**config.mk**
```make
export PLATFORM = sky130hd
export DESIGN_NAME = bin2bcd_seq
export DESIGN_NICKNAME = d
export VERILOG_FILES = /design/src/rtl/bin2bcd_seq.sv
export SDC_FILE = /design/constraint.sdc
export NUM_CORES = 1
export LEC_CHECK = 0
export CAP_MARGIN = 20
export CORE_ASPECT_RATIO = 0.5
export CORE_MARGIN = 1.5
export CORE_UTILIZATION = 48
export DETAILED_ROUTE_END_ITERATION = 8
export GPL_TIMING_DRIVEN = 0
export PLACE_DENSITY_LB_ADDON = 0.2
export SETUP_SLACK_MARGIN = 0.2
export SYNTH_ARGS = -nofsm -noshare
export SYNTH_HDL_FRONTEND = slang
export SYNTH_SLANG_ARGS = --single-unit
```
**constraint.sdc**
```tcl
create_clock -name clk -period 5.8 [get_ports clk]
set_input_delay 0.87 -clock clk [delete_from_list [all_inputs] [get_ports clk]]
set_output_delay 0.87 -clock clk [all_outputs]
set_load 0.02 [all_outputs]
```
**src/rtl/bin2bcd_seq.sv**
```systemverilog
// Sequential binary-to-BCD converter using shift-add-3, one input bit per clock.
// Latency: done pulses N_BITS edges after start is accepted; minimum period N_BITS+2 cycles.
// Backpressure: none; start is only sampled in IDLE and is dropped (not queued) while busy.
module bin2bcd_seq #(
  parameter int N_BITS   = 6,
  parameter int N_DIGITS = 2
) (
  input  logic                  clk,
  input  logic                  rst,
  input  logic                  start,
  input  logic [N_BITS-1:0]     bin,
  input  logic                  neg,
  output logic [4*N_DIGITS-1:0] bcd,
  output logic                  sign,
  output logic                  ovf,
  output logic                  busy,
  output logic                  done
);

  // Scratch holds N_DIGITS result digits plus one guard digit for overflow.
  localparam int SW = 4 * (N_DIGITS + 1);
  localparam int OW = 4 * N_DIGITS;
  localparam int CW = $clog2(N_BITS + 1);

  typedef enum logic [1:0] {
    IDLE  = 2'd0,
    SHIFT = 2'd1,
    DONE  = 2'd2
  } state_t;

  state_t            state_q, state_d;
  logic [N_BITS-1:0] shreg_q, shreg_d;
  logic [SW-1:0]     scratch_q, scratch_d;
  logic [CW-1:0]     cnt_q, cnt_d;
  logic              neg_q, neg_d;
  logic              nz_q, nz_d;
  // Sticky: a set bit was shifted out past the guard digit (only possible
  // when N_BITS is wide enough to exceed the guard digit's range).
  logic              lost_q, lost_d;
  logic [OW-1:0]     bcd_q, bcd_d;
  logic              sign_q, sign_d;
  logic              ovf_q, ovf_d;
  logic              busy_q, busy_d;
  logic              done_q, done_d;
  logic [SW-1:0]     adj;

  // True if any of the low N_DIGITS digits is not a valid decimal digit.
  function automatic logic digits_bad(input logic [SW-1:0] s);
    logic bad;
    bad = 1'b0;
    for (int i = 0; i < N_DIGITS; i++) begin
      if (s[4*i +: 4] > 4'd9) bad = 1'b1;
    end
    return bad;
  endfunction

  // Add-3 correction: every scratch digit of 5 or more gets +3 before the shift.
  always_comb begin
    adj = scratch_q;
    for (int i = 0; i < N_DIGITS + 1; i++) begin
      if (scratch_q[4*i +: 4] >= 4'd5) adj[4*i +: 4] = scratch_q[4*i +: 4] + 4'd3;
    end
  end

  // Next-state and datapath: capture in IDLE, shift in SHIFT, publish on last shift.
  always_comb begin
    state_d   = state_q;
    shreg_d   = shreg_q;
    scratch_d = scratch_q;
    cnt_d     = cnt_q;
    neg_d     = neg_q;
    nz_d      = nz_q;
    lost_d    = lost_q;
    bcd_d     = bcd_q;
    sign_d    = sign_q;
    ovf_d     = ovf_q;
    done_d    = 1'b0;

    case (state_q)
      IDLE: begin
        if (start) begin
          shreg_d   = bin;
          scratch_d = '0;
          cnt_d     = CW'(N_BITS);
          neg_d     = neg;
          nz_d      = |bin;
          lost_d    = 1'b0;
          state_d   = SHIFT;
        end
      end
      SHIFT: begin
        scratch_d = {adj[SW-2:0], shreg_q[N_BITS-1]};
        lost_d    = lost_q | adj[SW-1];
        shreg_d   = shreg_q << 1;
        cnt_d     = cnt_q - CW'(1);
        if (cnt_q == CW'(1)) begin
          state_d = DONE;
          done_d  = 1'b1;
          // Negative zero is shown as plain 0.
          sign_d  = neg_q & nz_q;
          if (lost_d || (scratch_d[SW-1 -: 4] != 4'd0) || digits_bad(scratch_d)) begin
            ovf_d = 1'b1;
            bcd_d = {N_DIGITS{4'h9}};
          end else begin
            ovf_d = 1'b0;
            bcd_d = scratch_d[OW-1:0];
          end
        end
      end
      DONE: begin
        state_d = IDLE;
      end
      default: begin
        state_d = IDLE;
      end
    endcase

    busy_d = (state_d != IDLE);
  end

  // State and datapath registers; reset abandons any conversion in flight.
  always_ff @(posedge clk or negedge rst) begin
    if (!rst) begin
      state_q   <= IDLE;
      shreg_q   <= '0;
      scratch_q <= '0;
      cnt_q     <= '0;
      neg_q     <= 1'b0;
      nz_q      <= 1'b0;
      lost_q    <= 1'b0;
      bcd_q     <= '0;
      sign_q    <= 1'b0;
      ovf_q     <= 1'b0;
      busy_q    <= 1'b0;
      done_q    <= 1'b0;
    end else begin
      state_q   <= state_d;
      shreg_q   <= shreg_d;
      scratch_q <= scratch_d;
      cnt_q     <= cnt_d;
      neg_q     <= neg_d;
      nz_q      <= nz_d;
      lost_q    <= lost_d;
      bcd_q     <= bcd_d;
      sign_q    <= sign_d;
      ovf_q     <= ovf_d;
      busy_q    <= busy_d;
      done_q    <= done_d;
    end
  end

  assign bcd  = bcd_q;
  assign sign = sign_q;
  assign ovf  = ovf_q;
  assign busy = busy_q;
  assign done = done_q;

endmodule

```
==> results of run 1 <==
## cells in the final DEF (no fill, tap or decap), drive strengths merged, types with 6 or more instances in the layout
| cell | synthesis | final |
|---|---|---|
| clkdlybuf4s50 | 0 | 20 |
| inv | 12 | 12 |
| nor2b | 7 | 7 |
| a21oi | 16 | 16 |
| nor3b | 6 | 6 |
| o21ai | 21 | 21 |
| ha | 8 | 8 |
| nor2 | 17 | 17 |
| clkbuf | 5 | 12 |
| dfrtp | 38 | 38 |
| a22oi | 6 | 6 |
| nand2 | 15 | 15 |
## logic make-up (layout without fill, tap and decap cells)
group | count (synthesis) | after routing
adders and majority gates | 8 | 8
buffers and inverters | 20 | 49
xor gates and xnor gates | 3 | 3
and+or+nand+nor | 62 | 62
AOI/OAI and AO/OA | 66 | 66
DFF | 38 | 38
muxes | 4 | 4
## through the flow
step	utilization, %	worst slack [ps]
3_5_place_dp	57.3	2930
6_report	59.6	3220
5_1_grt	59.6	3080
2_1_floorplan	-	3810
4_1_cts	59.6	3240
3_3_place_gp	57.4	2920
## power groups by stage
stage | Sequential, uW | Combinational (uW) | Clock (uW)
after floorplan | 467 | 447 | 0
after global placement | 451 | 630 | 0
after detailed placement | 458 | 654 | 0
after CTS | 453 | 658 | 193
after global routing | 469 | 733 | 203
final | 455 | 662 | 189
## worst max-delay path: cells and delay by family
family | cells | cell delay, ps
buffers and inverters | 3 | 1370
AO/OA/AOI/OAI | 1 | 280
AND/OR/NAND/NOR | 2 | 250
## final cells by class
cell class | instances | share of cell area [%]
multi-input cells | 143 | 40.1
repair buffers | 21 | 8.81
clock inverters | 1 | 0.215
flip-flops and latches | 38 | 40.8
inverters | 13 | 2.10
clock buffers | 7 | 3.71
plain buffers | 7 | 1.34
well taps | 54 | 2.90
## sequential cells by signal, summed over array words and instances (netlist names)
name / cells
done: 1
neg_q: 1
lost_q: 1
ovf: 1
bcd: 8
busy: 1
nz_q: 1
sign: 1
shreg_q: 6
cnt_q: 3
scratch_q: 12
state_q: 2
## path summary, 6_finish.rpt
kind | from | to | slack [ps] | cells after the start
worst max-delay path | start | scratch_q[1] | 3220 | 6
worst min-delay path | bcd[6] | bcd[6] | 490 | 2
worst max register to register | scratch_q[8] | bcd[0] | 3450 | 7
worst min register to register | bcd[6] | bcd[6] | 490 | 2
max in group asynchronous | rst | shreg_q[3] | 4590 | 1
min in group asynchronous | rst | scratch_q[8] | 680 | 1
## routing by layer
metal,share of wire [%],up-vias
met5,0,-
met4,2.1,0
met3,3.8,9
met2,45,35
met1,49,784
li1,-,772
==> results.md, run 1 <==
* Initial Util at approximately half
* Mux cell area share after synthesis at under 10%
* Tmin final at 2580 ps
* Avg Inst Size Synth at around 10 sq um
* Post-synth top area cell: dfrtp_1
* Combinational power share at roughly 51%
* Sequential power share at between 30% and 40%
* Simple-gate portion of the synthesized area at approximately 17%
* Cells after DPL at approximately 280
* H-tree levels at 2
* Post-synthesis compound-gate area fraction at 22.0%
* RSZ-0062 raised after global routing: no
* Wire length per cell at approximately 16 um
* Initial antenna violation count at 0
* Worst path slowest cell: clkdlybuf4s50_1
* Pwr Density at ~560 mW/mm^2
* Die area at between 0.004 and 0.005 sq mm
* Final Instance Count excl. Fillers at approximately 280
* Seq/Total Area, Yosys at slightly below 50%
* GR met3 Demand/Resource at about 5%
* Fillcell total at about 340
* Largest net degree at the start of global routing at 39
* Synthesized cell area at a little under 0.002 sq mm
* Worst hold-check path type: register to register
* Routed vias at between 1,500 and 2,000
* Largest family of logic cells by synthesized area: compound AO/OA/AOI/OAI gates
* Post-detail-place hpwl at roughly 3.2 mm
* Pint at approximately 740 uW
* Achievable frequency at between 300 and 400 MHz
* Net Count, Synth at between 200 and 250
* GPL Wtd Cong at between 0.8 and 0.9
* Most numerous cell in the Yosys netlist: dfrtp_1
* Worst-margin pin slew at between 800 and 900 ps
* Post-Synth XOR/XNOR Area at under 10%
* First-pass GRT wire length at about 7.0 mm
* PortBufs at 21
* Gr ovfl total at 0
* Ys async rst share at between 90% and 100%
* Synth-to-layout area growth at 18.5%
* DR pass1 iterations at 4
* Switching share of power at a little over two fifths
* Clock Power Share at between 10% and 20%
* Gr usage total at 21.6%
* Die width at between 90 and 100 um
* CTS tree: yes
* Layout cells sized above 1 at 9.57%
* Final hold violation count at 0
* Max-slew headroom at between 40 and 50%
* Multi-input gate area at ~930 sq um
* Worst Path Max Fanout at 10
* GRT busiest layer: met2
* Unique masters post-synth at 45
* CP arrival at approximately 2800 ps
* Cell Rows at 16
* Antenna viol nets, final at 0
* Slew Limit Fails at 0
* VDD IR-drop max at about 0.00021 V
* Final period util at about 44%
* Top cell type's share of synthesized area at between 40 and 50%
* Synth top cells by count: dfrtp_1, o21ai_0, nor2_1, a21oi_1, nand2_1
* Clock slew at reported path FFs at around 80 ps
* Vias in the first global route at approximately 1,500
* Root Buffer: clkbuf_8
* Synth area leaders: dfrtp_1, ha_1, o21ai_0
* Post-DP Area at about 0.0022 sq mm
* CP Capture Type: register
* Predominant post-synthesis flop cell: dfrtp_1
* Post-Synth Adder-Cell Area at about 5%
* CP Class: input port to register
* Post-Syn Instances at between 200 and 250
* Max capacitance violation total at 0
* Postcts setup bufs at 0
* Starting DRT DRC Count at around 70
* Worst EP required at ~6000 ps
* Min Hold Slack at between 400 and 500 ps
* Clock Sinks at 38
* Setup_tns at 0 ps
* Worst-path cell chain: clkdlybuf4s50_1 > nor2_1 > or2_2 > clkbuf_1 > clkinv_1 > o21ai_0
* Met1 GRT Util at around 28%
* Antenna diode count at 0
* TritonCTS buffer count at 5
* Status: completed
* Post-CTS sizing at 0
* Sw power at 565 uW
* Sequential cell area at ~950 sq um
* Die Span Y at 48.2 um
* Max clock buf depth at 2
* Total core area at between 0.003 and 0.004 sq mm
* Nets at approximately 250
* Count of warnings emitted by yosys at 0
* Vias per Instance at around 5.6
* Crit-path max cell delay at ~570 ps
* Clk_lat worst skew at 300 ps
* CP startpoint kind: input port
* Routed wire length at 4.49 mm
* Post-layout instance area at about 0.0023 sq mm
* #FFs+latches synth at 38
* Final setup vio count at 0
* Lkg Pwr at just under 0.001 uW
* Hold_buf cts at 0
* # DRC at 0
* Total power at ~1300 uW
* Clock Skew at approximately 5.9 ps
* Ports at 22
* Routing usage on met2 at about 36%
* EDFF count, synth at 0
Power figures use the tool's default switching activity.
==> run 2, diff against run 1 <==
==> constraint.sdc (replaced) <==
create_clock -name clk -period 2.3 [get_ports clk]
set_input_delay 0.345 -clock clk [delete_from_list [all_inputs] [get_ports clk]]
set_output_delay 0.345 -clock clk [all_outputs]
set_load 0.02 [all_outputs]
==> run 2 against run 1 <==
Net effect: sequential cell count unchanged; final cell count up 1.4%; largest cell class is now multi-input gates; clock skew shrank 1.8 ps; global-route usage is 0.072 points higher; critical path depth grew 1; via count is 1.4% higher; clock power grew to 2.5 times the previous value; setup slack worse by 2900 ps; die area unchanged; utilization is 1.6 points higher; count of clock-buffer cells in the layout unchanged; critical endpoint is now bcd[7].
==> results.md, run 2 (synthesis gave the netlist of run 1 again) <==
* Status: completed
* Root Buffer: clkbuf_8
* Final hold violation count at 0
* H-tree levels at 2
* CTS tree: yes
* Ports at 22
* Worst-path cell chain: inv_1 > ha_1 > nand2b_1 > a21oi_2 > mux2i_1 > or4_4 > o21a_1
* Max capacitance violation total at 0
* PortBufs at 21
* Multi-input gate area at around 960 sq um
* Largest net degree at the start of global routing at 39
* VDD IR-drop max at 0.000526 V
* DR pass1 iterations at 4
* Worst hold-check path type: input port to async pin
* Synth-to-layout area growth at 21.8%
* Wire length per cell at 15.8 um
* Antenna diode count at 0
* Fillcell total at 332
* Post-layout instance area at 0.00239 sq mm
* Gr usage total at between 20% and 30%
* Post-place setup slack at -42.9 ps
* Vias in the first global route at roughly 1,500
* Total core area at 0.00390 sq mm
* Post-DP Area at roughly 0.0022 sq mm
* Layout cells sized above 1 at between 10% and 20%
* Worst EP required at 2490 ps
* CP Class: register to register
* Routed vias at 1,622
* Routed wire length at about 4.6 mm
* Post-detail-place hpwl at around 3.2 mm
* Die area at between 0.004 and 0.005 sq mm
* CP startpoint kind: register
* Most frequent cells in the layout: dfrtp_1, clkdlybuf4s50_1, o21ai_0
* Crit-path max cell delay at between 500 and 600 ps
* Achievable frequency at a little under 500 MHz
* Clock slew at reported path FFs at roughly 70 ps
* Die Span Y at between 40 and 50 um
* Tmin final at 2020 ps
* Worst reg2reg startpoint: scratch_q[8]
* RSZ-0062 raised after global routing: no
* Commonest non-fill, non-tap cell in the layout: dfrtp_1
* Clk_lat worst skew at about 300 ps
* Sequential cell area at roughly 950 sq um
* CP arrival at 2210 ps
* TritonCTS buffer count at 5
* Worst Path Max Fanout at 6
* Min Hold Slack at approximately 150 ps
* First-pass GRT wire length at about 7.0 mm
* Gr ovfl total at 0
* Clock Sinks at 38
* Worst-margin pin slew at between 800 and 900 ps
* Initial antenna violation count at 0
* Nets at ~250
* Cell family with most CP delay: simple AND/OR/NAND/NOR gates
* CP bufs+invs at 1
* Starting DRT DRC Count at 77
* Final setup margin at about 280 ps
* Layout Utilization at roughly three fifths
* Antenna viol nets, final at 0
* Worst path slowest cell: or4_4
* Biggest register: scratch_q
* Die width at 93.5 um
* Lkg Pwr at ~0.0010 uW
* Slew Limit Fails at 0
* Max reg flops at 12
* # DRC at 0
* GPL Wtd Cong at between 0.8 and 0.9
* Final setup vio count at 0
* Max clock buf depth at 2
* CP Capture Type: register
* Pwr Density at approximately 1400 mW/mm^2
* Cell Rows at 16
* Clock Skew at ~4.2 ps
* Max-slew headroom at about 43%
* Final period util at 87.9%
* Initial Util at between 50 and 60%
* Worst setup startpoint: scratch_q[8]
* Vias per Instance at 5.63
## run 2: cell type report
class / count / area share, %
Tap cell: 54 / 2.82
Multi-Input combinational cell: 143 / 40.3
Clock buffer: 7 / 3.61
Clock inverter: 1 / 0.209
Timing Repair Buffer: 25 / 9.83
Buffer: 7 / 1.41
Inverter: 13 / 2.04
Sequential cell: 38 / 39.8
## run 2: metrics by stage
stage,power [uW],instances,setup TNS (ps)
finish,3410,288,0
global route,3670,288,0
CTS,3320,285,0
detailed placement,2800,276,-62.5
global placement,2730,276,-2010
floorplan,2310,201,0
## run 2: final timing paths
kind	endpoint	depth (start not counted)	slack, ps
max reg2reg	bcd[7]	7	280
min in group clk	bcd[6]	2	490
max in group asynchronous	scratch_q[0]	1	1560
max	bcd[7]	7	280
min	scratch_q[8]	1	150
min reg2reg	bcd[6]	2	490
## run 2: power by group
part | total [uW] | internal (uW) | switching (uW)
logic | 1790 | 780 | 1010
clock network | 475 | 242 | 234
registers | 1140 | 926 | 216
## run 2: timing repair
action / in CTS / in global routing
resized for setup: 3 / 8
pin swaps: 2 / 0
endpoints found under the setup margin: 9 / 13
setup buffers: 1 / 3
gates cloned: 0 / 0
hold buffers: 0 / 0
## run 2: metal layers
| metal | vias to the layer above | wire (um) | GRT usage, % |
|---|---|---|---|
| met2 | 51 | 2030 | 35.9 |
| met3 | 9 | 220 | 5.14 |
| met5 | - | 0 | 0 |
| li1 | 779 | - | - |
| met4 | 0 | 94 | 11.2 |
| met1 | 783 | 2210 | 27.9 |
